[config.mk]
export PLATFORM = sky130hd
export DESIGN_NAME = phase_gen_flat
export DESIGN_NICKNAME = d
export VERILOG_FILES = /design/src/rtl/phase_gen_pkg.sv /design/src/rtl/phase_gen_if.sv /design/src/rtl/phase_wrap.sv /design/src/rtl/phase_gen.sv /design/src/flat_wrapper.sv
export SDC_FILE = /design/constraint.sdc
export NUM_CORES = 1
export LEC_CHECK = 0
export ABC_AREA = 1
export ABC_CLOCK_PERIOD_IN_PS = 8290
export BUFFER_PORTS_ARGS = -buffer_cell sky130_fd_sc_hd__clkbuf_2
export CORE_MARGIN = 2
export CORE_UTILIZATION = 35
export DETAILED_ROUTE_END_ITERATION = 12
export PLACE_DENSITY = 0.56
export SYNTH_ARGS = -nofsm -noshare
export SYNTH_HDL_FRONTEND = slang
export SYNTH_HIERARCHICAL = 1
export SYNTH_SLANG_ARGS = --single-unit
export TNS_END_PERCENT = 20
[constraint.sdc]
create_clock -name i_clk -period 8.29 [get_ports i_clk]
set_input_delay 1.658 -clock i_clk [delete_from_list [all_inputs] [get_ports i_clk]]
set_output_delay 1.658 -clock i_clk [all_outputs]
set_load 0.05 [all_outputs]
[src/rtl/phase_gen_pkg.sv]
// Shared constants for the phase generator and downstream sin/cos stage.
// Phase format is signed 1.2.5 radians, LSB = 1/32 rad.
package phase_gen_pkg;

    localparam int PW_DEF   = 8;
    localparam int RW_DEF   = 8;
    localparam int PI_Q     = 100;
    localparam int TWO_PI_Q = 201;

endpackage

[src/rtl/phase_gen_if.sv]
// Control and sample bus between phase_gen and its driver / consumer.
// The master drives controls and receives samples.
interface phase_gen_if
    import phase_gen_pkg::*;
#(
    parameter int PW = PW_DEF,
    parameter int RW = RW_DEF
);

    logic                 i_en;
    logic                 i_load;
    logic signed [PW-1:0] i_init_phase;
    logic signed [PW-1:0] i_step;
    logic [RW-1:0]        i_rate;
    logic signed [PW-1:0] o_phase;
    logic                 o_valid;
    logic                 o_wrap;

    modport master (
        output i_en, i_load, i_init_phase, i_step, i_rate,
        input  o_phase, o_valid, o_wrap
    );

    modport slave (
        input  i_en, i_load, i_init_phase, i_step, i_rate,
        output o_phase, o_valid, o_wrap
    );

endinterface

[src/rtl/phase_wrap.sv]
// Combinational phase limiter: saturates (WRAP=0) or wraps by 2*pi
// (WRAP=1) a PW+1 bit value into [-PI_Q, +PI_Q].
module phase_wrap
    import phase_gen_pkg::*;
#(
    parameter int PW   = PW_DEF,
    parameter bit WRAP = 1'b0
) (
    input  logic signed [PW:0]   i_val,
    output logic signed [PW-1:0] o_val,
    output logic                 o_hit
);

    localparam logic signed [PW:0] PI_V  = (PW+1)'(PI_Q);
    localparam logic signed [PW:0] TPI_V = (PW+1)'(TWO_PI_Q);

    logic signed [PW:0] res;

    always_comb begin
        res   = i_val;
        o_hit = 1'b0;
        if (i_val > PI_V) begin
            res   = WRAP ? (i_val - TPI_V) : PI_V;
            o_hit = 1'b1;
        end else if (i_val < -PI_V) begin
            res   = WRAP ? (i_val + TPI_V) : -PI_V;
            o_hit = 1'b1;
        end
        o_val = res[PW-1:0];
    end

endmodule

[src/rtl/phase_gen.sv]
// Phase accumulator emitting one wrapped phase sample every i_rate+1
// enabled cycles, feeding the sin/cos CORDIC stage.
module phase_gen
    import phase_gen_pkg::*;
#(
    parameter int PW = PW_DEF,
    parameter int RW = RW_DEF
) (
    input logic        i_clk,
    input logic        i_rst,
    phase_gen_if.slave bus
);

    logic signed [PW-1:0] step_c;
    logic signed [PW-1:0] init_c;
    logic signed [PW-1:0] acc_nxt;
    logic signed [PW:0]   sum;
    logic                 acc_hit;
    logic                 step_hit;
    logic                 init_hit;
    logic                 unused_hits;
    logic                 tick;

    logic signed [PW-1:0] acc_q, acc_d;
    logic [RW-1:0]        cnt_q, cnt_d;
    logic signed [PW-1:0] phase_q, phase_d;
    logic                 valid_q, valid_d;
    logic                 wrap_q, wrap_d;
    logic                 pend_q, pend_d;

    phase_wrap #(.PW(PW), .WRAP(1'b0)) u_step_sat (
        .i_val ({bus.i_step[PW-1], bus.i_step}),
        .o_val (step_c),
        .o_hit (step_hit)
    );

    phase_wrap #(.PW(PW), .WRAP(1'b0)) u_init_sat (
        .i_val ({bus.i_init_phase[PW-1], bus.i_init_phase}),
        .o_val (init_c),
        .o_hit (init_hit)
    );

    assign sum = {acc_q[PW-1], acc_q} + {step_c[PW-1], step_c};

    phase_wrap #(.PW(PW), .WRAP(1'b1)) u_acc_wrap (
        .i_val (sum),
        .o_val (acc_nxt),
        .o_hit (acc_hit)
    );

    assign unused_hits = step_hit ^ init_hit;
    assign tick        = bus.i_en && (cnt_q >= bus.i_rate);

    // pend_q marks that acc holds a freshly wrapped value, so the flag
    // rides out with the sample that carries the wrapped phase.
    always_comb begin
        acc_d   = acc_q;
        cnt_d   = cnt_q;
        phase_d = phase_q;
        valid_d = 1'b0;
        wrap_d  = 1'b0;
        pend_d  = pend_q;
        if (bus.i_load) begin
            acc_d  = init_c;
            cnt_d  = '0;
            pend_d = 1'b0;
        end else if (tick) begin
            phase_d = acc_q;
            valid_d = 1'b1;
            wrap_d  = pend_q;
            acc_d   = acc_nxt;
            pend_d  = acc_hit;
            cnt_d   = '0;
        end else if (bus.i_en) begin
            cnt_d = cnt_q + RW'(1);
        end
    end

    always_ff @(posedge i_clk) begin
        if (i_rst) begin
            acc_q   <= '0;
            cnt_q   <= '0;
            phase_q <= '0;
            valid_q <= 1'b0;
            wrap_q  <= 1'b0;
            pend_q  <= 1'b0;
        end else begin
            acc_q   <= acc_d;
            cnt_q   <= cnt_d;
            phase_q <= phase_d;
            valid_q <= valid_d;
            wrap_q  <= wrap_d;
            pend_q  <= pend_d;
        end
    end

    assign bus.o_phase = phase_q;
    assign bus.o_valid = valid_q;
    assign bus.o_wrap  = wrap_q;

endmodule

[src/flat_wrapper.sv]
// flat-port wrapper written by rule: the top's interface ports become plain ports
module phase_gen_flat import phase_gen_pkg::*;
#(
    parameter int PW = PW_DEF,
    parameter int RW = RW_DEF
)
  (i_clk, i_rst, bus_i_en, bus_i_load, bus_i_init_phase, bus_i_step, bus_i_rate, bus_o_phase, bus_o_valid, bus_o_wrap);
  phase_gen_if #(.PW(PW), .RW(RW)) bus_i ();
  input logic i_clk;
  input logic i_rst;
  input wire logic [$bits(bus_i.i_en)-1:0] bus_i_en;
  input wire logic [$bits(bus_i.i_load)-1:0] bus_i_load;
  input wire logic [$bits(bus_i.i_init_phase)-1:0] bus_i_init_phase;
  input wire logic [$bits(bus_i.i_step)-1:0] bus_i_step;
  input wire logic [$bits(bus_i.i_rate)-1:0] bus_i_rate;
  output wire logic [$bits(bus_i.o_phase)-1:0] bus_o_phase;
  output wire logic [$bits(bus_i.o_valid)-1:0] bus_o_valid;
  output wire logic [$bits(bus_i.o_wrap)-1:0] bus_o_wrap;
  assign bus_i.i_en = bus_i_en;
  assign bus_i.i_load = bus_i_load;
  assign bus_i.i_init_phase = bus_i_init_phase;
  assign bus_i.i_step = bus_i_step;
  assign bus_i.i_rate = bus_i_rate;
  assign bus_o_phase = bus_i.o_phase;
  assign bus_o_valid = bus_i.o_valid;
  assign bus_o_wrap = bus_i.o_wrap;
  phase_gen #(.PW(PW), .RW(RW)) u_core (.i_clk(i_clk), .i_rst(i_rst), .bus(bus_i));
endmodule
# [Word-level counts from Yosys, hierarchy flattened]
# Index checks and enable logic that the tools add are counted.
[totals] register_bits=27 output_inout_bits=10
[classes] add_sub_neg=4 magnitude_cmp=7 muxes=11 bitwise_logic=2 reduce_logical=6
[ops] cell="$mux 8" n=8
[ops] cell="$gt 8x8->1 const B" n=2
[ops] cell="$lt 8x8->1 const B" n=2
[ops] cell="$add 8x8->9" n=1
[ops] cell="$gt 9x8->1 const B" n=1
[ops] cell="$lt 9x8->1 const B" n=1
[ops] cell="$add 8x1->8 const B" n=1
[ops] cell="$add 8x7->8 const B" n=1
[ops] cell="$ge 8x8->1" n=1
[ops] cell="$sub 8x7->8 const B" n=1
[ops] cell="$reduce_or 3->1" n=2
[ops] cell="$mux 1" n=3
[ops] cell="$not 1->1" n=2
[ops] cell="$reduce_and 2->1" n=1
[ops] cell="$reduce_bool 2->1" n=1
[ops] cell="$reduce_or 2->1" n=1
[ops] cell="$logic_and 1x1->1" n=1

# [Logic depth before layout (Yosys ltp)]
# Gate-level depths: netlist of run 1.
[logic_depth] word_depth=9 mapped_depth=27 depth_no_buf=26

# [By module]
# Netlist of run 1, hierarchy kept.
[by_module_without_submodules] mod="phase_gen" n_inst=1 cells_each=253 area_each_um2=1744.2 seq_area_each_um2=540.5
[by_module_without_submodules] mod="phase_wrap at u_core.u_acc_wrap" n_inst=1 cells_each=96 area_each_um2=506.7 seq_area_each_um2=0.0
[by_module_without_submodules] mod="phase_wrap at u_core.u_init_sat ..." n_inst=2 cells_each=46 area_each_um2=192.7 seq_area_each_um2=0.0

# [Least setup slack after synthesis of run 1]
# No wires, ideal clock.
[synth_timing] path_kind="input port to flip-flop" start="input port bus_i_step[4]" end="register u_core.acc_q[6]" setup_ns=0.115 arrival_ns=4.219 required_ns=8.175 setup_slack_ns=3.956 cell_stages=25 path_cell_list="inv_1 nand2_1 nor2_1 nand2_1 nand2_1 nor2_1 nor2_1 ha_1 fa_1 nand3_1 nand2_1 a31oi_1 xor2_1 nand2_1 inv_1 nand2_1 nand2_2 nand2_4 or2_0 nand3_1 nand2_1 nand2_1 nand2_1 a21oi_1 nor2_1"
[synth_between] elab_chain_cells=9 word_cells_on_any_way=13
[synth_lines] element="start, declared" line_no="flat_wrapper.sv:14" rtl="input wire logic [$bits(bus_i.i_step)-1:0] bus_i_step;"
[synth_lines] element="$lt 8x8->1" line_no="phase_wrap.sv:25" rtl="end else if (i_val < -PI_V) begin"
[synth_lines] element="$mux 8" line_no="phase_wrap.sv:25"
[synth_lines] element="$mux 8 *" line_no="phase_wrap.sv:22" rtl="if (i_val > PI_V) begin"
[synth_lines] element="via u_core.step_c[0]" line_no="phase_gen.sv:14" rtl="logic signed [PW-1:0] step_c;"
[synth_lines] element="$add 8x8->9 *" line_no="phase_gen.sv:43" rtl="assign sum = {acc_q[PW-1], acc_q} + {step_c[PW-1], step_c};"
[synth_lines] element="via u_core.sum[6]" line_no="phase_gen.sv:17" rtl="logic signed [PW:0] sum;"
[synth_lines] element="$add 8x7->8 / $lt 9x8->1 (equally long branches)" line_no="phase_wrap.sv:26, phase_wrap.sv:25"
[synth_lines] element="$mux 8" line_no="phase_wrap.sv:25"
[synth_lines] element="$mux 8 *" line_no="phase_wrap.sv:22"
[synth_lines] element="via u_core.acc_nxt[6]" line_no="phase_gen.sv:16" rtl="logic signed [PW-1:0] acc_nxt;"
[synth_lines] element="$mux 8 *" line_no="phase_gen.sv:67" rtl="end else if (tick) begin"
[synth_lines] element="$mux 8 *" line_no="phase_gen.sv:63" rtl="if (bus.i_load) begin"
[synth_lines] element="end signal, assigned" line_no="phase_gen.sv:81" rtl="acc_q <= '0;"
[synth_lines] element="end signal, assigned" line_no="phase_gen.sv:88" rtl="acc_q <= acc_d;"
[synth_lines] element="end, declared" line_no="phase_gen.sv:24" rtl="logic signed [PW-1:0] acc_q, acc_d;"
# Mark *: on every way through the listed nets, which the timed path passes. The rest lies on a longest branch. The select of a mux whose other input is x is not followed.
# A chain may end at the register's enable or synchronous reset.

# [Worst setup path after layout of run 1]
[layout_timing] start="input port bus_i_step[7]" end="register u_core.acc_q[6]"
# The elaborated chain is that of the path after synthesis.

==> impl_metrics.tcl, run 1 <==
set metrics [dict create \
    synthCells 439 \
    start_kind "input port" \
    pwr_density_cell_mw_per_mm2 169 \
    die_w_um 90.7 \
    fin_util 0.400 \
    vias 2488 \
    crit_top_cell "nand2_1" \
    whs_ns 0.477 \
    post_cts_buffers 0 \
    antenna_found_initial 0 \
    clk_pin_slew_ns 0.10 \
    yosys_warnings 6 \
    ir_drop_uv 65.1 \
    clk_path_buf_depth 2 \
    cts_hold_buf 0 \
    core_region_area_mm2 0.00725 \
    syn_avg_cell_area_um2 5.99 \
    viasPerCell 4.39 \
    critPathMaxFanout 10 \
    rows 31 \
    ioPinCount 38 \
    hold_class "flip-flop to flip-flop" \
    finalClockSkew_ns 0.00913 \
    cts_buffers 3 \
    finalHoldViolCount 0 \
    synthToLayoutAreaGrowth_pct 10.2 \
    final_cells 567 \
    synth_area_mm2 0.00263 \
    path_delay_family "simple AND/OR/NAND/NOR gates" \
    cts-root-buf "clkbuf_8" \
    grt_pass1_vias 2211 \
    setup_violations 0 \
    total_power_uw 489 \
    final_cell_area_mm2 0.00290 \
    cap_violations 0 \
    multiInputGateArea_mm2 0.00173 \
    relSlewSlack 0.513 \
    dp_worst_setup_slack_ns 3.33 \
    gp_congestion 0.856 \
    final_max_slew_viol_count 0 \
    critical_path_arrival_ns 4.85 \
    wirelength_um 5580 \
    nets 518 \
    port_buffers 37 \
    diodes 0 \
    syn_nets 488 \
    post_cts_resized 0 \
    fmax_ghz 0.214 \
    placed_area_mm2 0.00285 \
    cp.buffers_inverters 3 \
    rsz0062_at_grt "no" \
    globalRoute.totalOverflow 0 \
    finalCritPeriodShare 0.564 \
    grt_pass1_wl_um 9620 \
    wl_per_cell_um 9.84 \
    clk_latency_ns 0.27 \
    leakage_nw 1.69 \
    regArea_um2 541 \
    n_fill_cell 805 \
    fin_ws_ns 3.61 \
    dp.final_hpwl_um 4510 \
    clock_sinks 27 \
    grt_max_degree 26 \
    drive_gt1_frac 0.137 \
    h-tree-depth 1 \
    crit_required_ns 8.46 \
    drt_pass1_iterations 4 \
    cp-end-kind "flip-flop" \
    period_needed_ns 4.68 \
    start_util 0.362 \
    dr.first_iter.drc_count 82 \
    outcome "complete, no violations" \
    critical_path_class "input port to flip-flop" \
    die_h_um 90.7 \
    cts_tree "yes" \
    cp_slowest_cell "fa_1" \
    grt_usage 0.136 \
    placedCellCount 563 \
    setup_tns_ns 0 \
    worstMarginPinSlew_ns 0.726 \
    max_stage_delay_ns 0.40 \
    drc 0 \
    die_area_mm2 0.00822 \
    detail-route-antenna-nets 0 \
]
[area by class of cell]
class / instances / share of cell area
Inverter: 72 / 0.0933
Clock buffer: 3 / 0.0142
Sequential cell: 27 / 0.187
Multi-Input combinational cell: 328 / 0.597
Timing Repair Buffer: 37 / 0.0639
Tap cell: 99 / 0.0427
Clock inverter: 1 / 0.00259
[placed cells by master (no fill, tap or decap), types with 2 or more instances in the layout]
cell type	n
nand4_1	2
clkbuf_8	3
dfxtp_1	27
xnor2_1	3
o21ai_0	6
nand2_4	4
nand3_1	28
clkbuf_2	37
ha_1	20
nand2_2	7
a31oi_1	2
inv_1	69
nand2_1	142
nor3_1	4
o21ai_1	3
nand3_2	2
inv_2	2
a21oi_1	22
xor2_1	12
nor2_1	57
[power breakdown]
group	internal, mW	total (mW)	switching (mW)
registers	0.135	0.142	0.00644
clock network	0.0341	0.0745	0.0405
logic	0.0967	0.273	0.177
total	0.266	0.489	0.223
[path summary, 6_finish.rpt]
path	endpoint	slack [ns]	cells after the start	from
max	u_core/acc_q[6]	3.61	26	bus_i_step[7]
min	u_core/pend_q	0.48	2	u_core/pend_q
max reg2reg	u_core/acc_q[6]	5.32	18	u_core/acc_q[0]
min reg2reg	u_core/pend_q	0.48	2	u_core/pend_q
[flip-flops by register name, indices dropped and copies added (netlist names)]
register,flops
u_core/bus.o_phase,8
u_core/pend_q,1
u_core/cnt_q,8
u_core/acc_q,8
u_core/bus.o_wrap,1
u_core/bus.o_valid,1
[tightest hold or removal path, stage by stage, from the launching register on]
cell and delay [ns]:
dfxtp_1 0.31, nand3_1 0.07, nand2_1 0.05
[metal layers]
layer,GRT usage,part of all wire,vias up
met4,0.0256,0.011,0
met3,0.0167,0.038,4
li1,-,-,1400
met1,0.193,0.52,1038
met2,0.223,0.43,46
met5,0,0,-
(Power assumes the default switching activity.)
==> run 2: changes to the inputs <==
--- a/config.mk
+++ b/config.mk
@@ -6,7 +6,7 @@
 export NUM_CORES = 1
 export LEC_CHECK = 0
 export ABC_AREA = 1
-export ABC_CLOCK_PERIOD_IN_PS = 8290
+export ABC_CLOCK_PERIOD_IN_PS = 4900
 export BUFFER_PORTS_ARGS = -buffer_cell sky130_fd_sc_hd__clkbuf_2
 export CORE_MARGIN = 2
 export CORE_UTILIZATION = 35
==> constraint.sdc (replaced) <==
create_clock -name i_clk -period 4.9 [get_ports i_clk]
set_input_delay 0.98 -clock i_clk [delete_from_list [all_inputs] [get_ports i_clk]]
set_output_delay 0.98 -clock i_clk [all_outputs]
set_load 0.05 [all_outputs]
==> impl_metrics.tcl, run 2 (same netlist as run 1, synthesis figures left out) <==
set metrics [dict create \
    outcome "complete, no violations" \
    cts_buffers 3 \
    dp.final_hpwl_um 4550 \
    start_util 0.362 \
    wirelength_um 5650 \
    leakage_nw 1.69 \
    cts_hold_buf 0 \
    pwr_density_cell_mw_per_mm2 286 \
    period_needed_ns 4.00 \
    setup_tns_ns 0 \
    vias 2538 \
    rsz0062_at_grt "no" \
    h-tree-depth 1 \
    critical_path_class "input port to flip-flop" \
    clock_sinks 27 \
    comb_power_share 0.561 \
    sequentialPowerShare 0.289 \
    grt_max_degree 26 \
    finalHoldViolCount 0 \
    worstMarginPinSlew_ns 0.752 \
    start_kind "input port" \
    whs_ns 0.485 \
    cts-root-buf "clkbuf_8" \
    wl_per_cell_um 9.97 \
    critical_path_arrival_ns 4.17 \
    die_h_um 90.7 \
    critPathMaxFanout 10 \
    ir_drop_uv 100 \
    nets 518 \
    grt_pass1_wl_um 9770 \
    drt_pass1_iterations 5 \
    gp_congestion 0.856 \
    grt_usage 0.139 \
    grt_pass1_vias 2259 \
    cap_violations 0 \
    die_w_um 90.7 \
    p_sw_uw 377 \
    crit_required_ns 5.07 \
    placed_area_mm2 0.00285 \
    p_int_uw 451 \
    ioPinCount 38 \
    die_area_mm2 0.00822 \
    viasPerCell 4.48 \
    cts_tree "yes" \
    clk_latency_ns 0.27 \
    dr.first_iter.drc_count 93 \
    clk_pin_slew_ns 0.08 \
    total_power_uw 828 \
    hold_class "flip-flop to flip-flop" \
    clk_path_buf_depth 2 \
    fmax_ghz 0.250 \
    diodes 0 \
    layout_common_cells "nand2_1 (142), inv_1 (69), nor2_1 (57)" \
    globalRoute.totalOverflow 0 \
    port_buffers 37 \
    core_region_area_mm2 0.00725 \
    pwr-share-clk 0.150 \
    cp-end-kind "flip-flop" \
    swShare 0.455 \
    finalClockSkew_ns 0.00176 \
    drc 0 \
    post_cts_resized 0 \
    detail-route-antenna-nets 0 \
    drive_gt1_frac 0.135 \
    finalCritPeriodShare 0.817 \
    rows 31 \
    fin_util 0.399 \
    final_common_cell "nand2_1" \
    post_cts_buffers 0 \
    setup_violations 0 \
    final_cell_area_mm2 0.00289 \
    synthToLayoutAreaGrowth_pct 10.1 \
    antenna_found_initial 0 \
    final_max_slew_viol_count 0 \
    relSlewSlack 0.495 \
]
[run 2: changes by cell type in the layout (fill, tap and decap cells not counted)]
cell,previous run,this run
clkbuf_1,0,1
clkinvlp_4,1,0
[run 2: critical path, cell delays in order]
cell and delay [ns]:
clkbuf_2 0.18, inv_1 0.08, nand2_1 0.06, nor2_1 0.04, nand2_1 0.08, nand2_1 0.05
nor2_1 0.12, nor2_1 0.06, ha_1 0.22, fa_1 0.40, nand3_1 0.08, nand2_1 0.08
a31oi_1 0.21, xor2_1 0.40, nand2_1 0.10, inv_1 0.08, nand2_1 0.08, nand2_2 0.09
nand2_4 0.09, or2_0 0.21, nand3_1 0.07, nand2_1 0.07, nand2_1 0.07, nand2_1 0.07
a21oi_1 0.13, nor2_1 0.07
[run 2: path summary, 6_finish.rpt]
path | from | endpoint | slack [ns] | depth (start not counted)
hold reg to reg | u_core/pend_q | u_core/pend_q | 0.48 | 2
setup reg to reg | u_core/acc_q[0] | u_core/acc_q[6] | 1.94 | 18
setup / recovery | bus_i_step[7] | u_core/acc_q[6] | 0.90 | 26
hold / removal | u_core/pend_q | u_core/pend_q | 0.48 | 2
[run 2: layout make-up]
class	instances	area (um^2)
clock buffer	4	45.0
inverter	72	270
tap	99	124
fill	809	4360
sequential	27	541
timing repair buffer	37	185
multi-input combinational	328	1730
[run 2: power groups by stage]
stage | logic [mW] | clock network [mW] | registers [mW]
2_1_floorplan | 0.382 | 0 | 0.240
3_3_place_gp | 0.462 | 0 | 0.245
3_5_place_dp | 0.461 | 0 | 0.245
4_1_cts | 0.463 | 0.131 | 0.240
5_1_grt | 0.533 | 0.140 | 0.241
6_report | 0.464 | 0.124 | 0.239
[run 2: routing by layer]
layer  track usage  vias up  wire, um
met4        0.0192        0        28
met1         0.198     1079      2880
li1              -     1402         -
met3        0.0192        4       234
met2         0.229       53      2510
met5             0        -         0
[run 2: metrics by stage]
stage / setup slack, ns / instances
after global routing: 0.498 / 567
final: 0.896 / 567
after floorplan: 1.24 / 439
after global placement: 0.663 / 563
after detailed placement: 0.613 / 563
after CTS: 0.910 / 567
==> run 3: changes to the inputs <==
--- a/config.mk
+++ b/config.mk
@@ -6,7 +6,7 @@
 export NUM_CORES = 1
 export LEC_CHECK = 0
 export ABC_AREA = 1
-export ABC_CLOCK_PERIOD_IN_PS = 4900
+export ABC_CLOCK_PERIOD_IN_PS = 4059
 export BUFFER_PORTS_ARGS = -buffer_cell sky130_fd_sc_hd__clkbuf_2
 export CORE_MARGIN = 2
 export CORE_UTILIZATION = 35
==> constraint.sdc (replaced) <==
create_clock -name i_clk -period 4.06 [get_ports i_clk]
set_input_delay 0.812 -clock i_clk [delete_from_list [all_inputs] [get_ports i_clk]]
set_output_delay 0.812 -clock i_clk [all_outputs]
set_load 0.05 [all_outputs]
==> impl_metrics.tcl, run 3 (same netlist as run 1, synthesis figures left out) <==
set metrics [dict create \
    grt_max_degree 26 \
    ir_drop_uv 112 \
    final_common_cell "nand2_1" \
    clk_path_buf_depth 2 \
    synthToLayoutAreaGrowth_pct 12.7 \
    rsz0062_at_grt "no" \
    port_buffers 37 \
    finalHoldViolCount 0 \
    wl_per_cell_um 10.0 \
    detail-route-antenna-nets 0 \
    fin_util 0.408 \
    core_region_area_mm2 0.00725 \
    rows 31 \
    crit_required_ns 4.23 \
    fmax_ghz 0.275 \
    nets 526 \
    antenna_found_initial 0 \
    hp-start "u_core/pend_q" \
    worstMarginPinSlew_ns 0.662 \
    cts_tree "yes" \
    die_h_um 90.7 \
    whs_path_depth 2 \
    clock_sinks 27 \
    crit_start "bus_i_step[7]" \
    start_util 0.362 \
    gp_congestion 0.870 \
    placed_area_mm2 0.00290 \
    hold_class "flip-flop to flip-flop" \
    setup_violations 0 \
    die_w_um 90.7 \
    wirelength_um 5750 \
    layout_common_cells "nand2_1 (142), inv_1 (69), nor2_1 (57)" \
    viasPerCell 4.39 \
    clk_pin_slew_ns 0.09 \
    dr.first_iter.drc_count 123 \
    h-tree-depth 1 \
    ff2ff_path_depth 19 \
    die_area_mm2 0.00822 \
    finalCritPeriodShare 0.895 \
    period_needed_ns 3.63 \
    critPathMaxFanout 7 \
    ioPinCount 38 \
    setup_tns_ns 0 \
    clk_latency_ns 0.27 \
    cp-end-kind "flip-flop" \
    whs_ns 0.483 \
    leakage_nw 1.73 \
    finalClockSkew_ns 0.00718 \
    cts_buffers 3 \
    critical_path_arrival_ns 3.80 \
    cts-root-buf "clkbuf_8" \
    final_cell_area_mm2 0.00296 \
    grt_usage 0.140 \
    grt_pass1_vias 2298 \
    final_max_slew_viol_count 0 \
    dp.final_hpwl_um 4550 \
    drc 0 \
    cap_violations 0 \
    reg2reg_from "u_core/acc_q[0]" \
    drt_pass1_iterations 4 \
    relSlewSlack 0.556 \
    globalRoute.totalOverflow 0 \
    start_kind "input port" \
    diodes 0 \
    pwr_density_cell_mw_per_mm2 354 \
    vias 2525 \
    critical_path_class "input port to flip-flop" \
    outcome "complete, no violations" \
    drive_gt1_frac 0.151 \
    grt_pass1_wl_um 9920 \
]
run 3: final timing paths:
| kind | end | slack [ns] |
|---|---|---|
| hold reg to reg | u_core/pend_q | 0.48 |
| setup reg to reg | u_core/acc_q[7] | 1.27 |
| hold / removal | u_core/pend_q | 0.48 |
| setup / recovery | u_core/acc_q[7] | 0.43 |
run 3: worst max-delay path, stage by stage:
cell      delay, ns
clkbuf_2       0.18
inv_1          0.08
nand2_1        0.06
nor2_1         0.04
nand2_1        0.08
nand2_1        0.05
nor2_1         0.12
nor2_1         0.06
ha_1           0.22
fa_1           0.40
nand3_1        0.09
nand2_1        0.09
a31oi_2        0.18
xor2_1         0.11
buf_4          0.16
nor2_2         0.06
nand2_1        0.12
a21oi_4        0.23
inv_2          0.09
nand2_1        0.06
nand2_1        0.06
nand2_1        0.05
nand2_1        0.04
nand2_1        0.05
nand2_1        0.10
a21oi_1        0.12
nor2_1         0.07
run 3: where the power goes:
group / leakage [nW] / internal, mW / switching, mW / total (mW)
Sequential: 0.220 / 0.276 / 0.0127 / 0.289
Clock: 0.0228 / 0.0702 / 0.0787 / 0.149
Combinational: 1.49 / 0.231 / 0.379 / 0.610
Total: 1.73 / 0.578 / 0.470 / 1.05
run 3: cell type report:
class | instances | area, um^2
clock buffers | 4 | 45.0
well taps | 99 | 124
flip-flops and latches | 27 | 541
multi-input cells | 329 | 1740
fillers | 832 | 4290
repair buffers | 44 | 238
inverters | 72 | 270
run 3: layer usage:
| metal | vias up | GRT usage | wire length [um] |
|---|---|---|---|
| li1 | 1418 | - | - |
| met1 | 1046 | 0.197 | 2890 |
| met4 | 0 | 0.0192 | 28 |
| met5 | - | 0 | 0 |
| met2 | 59 | 0.234 | 2600 |
| met3 | 2 | 0.0192 | 235 |
run 3: metrics by stage:
step	total power [mW]	cells	worst slack (ns)
final	1.05	575	0.428
after CTS	1.04	574	0.397
after global placement	0.894	570	0.132
after global routing	1.15	575	0.0246
after floorplan	0.751	439	0.572
after detailed placement	0.889	570	0.115
run 3: timing repair:
action / CTS / global route
setup buffers: 0 / 0
endpoints found under the setup margin: 0 / 2
hold buffers: 0 / 0
hold endpoints to repair: 0 / 0
resized for setup: 0 / 1
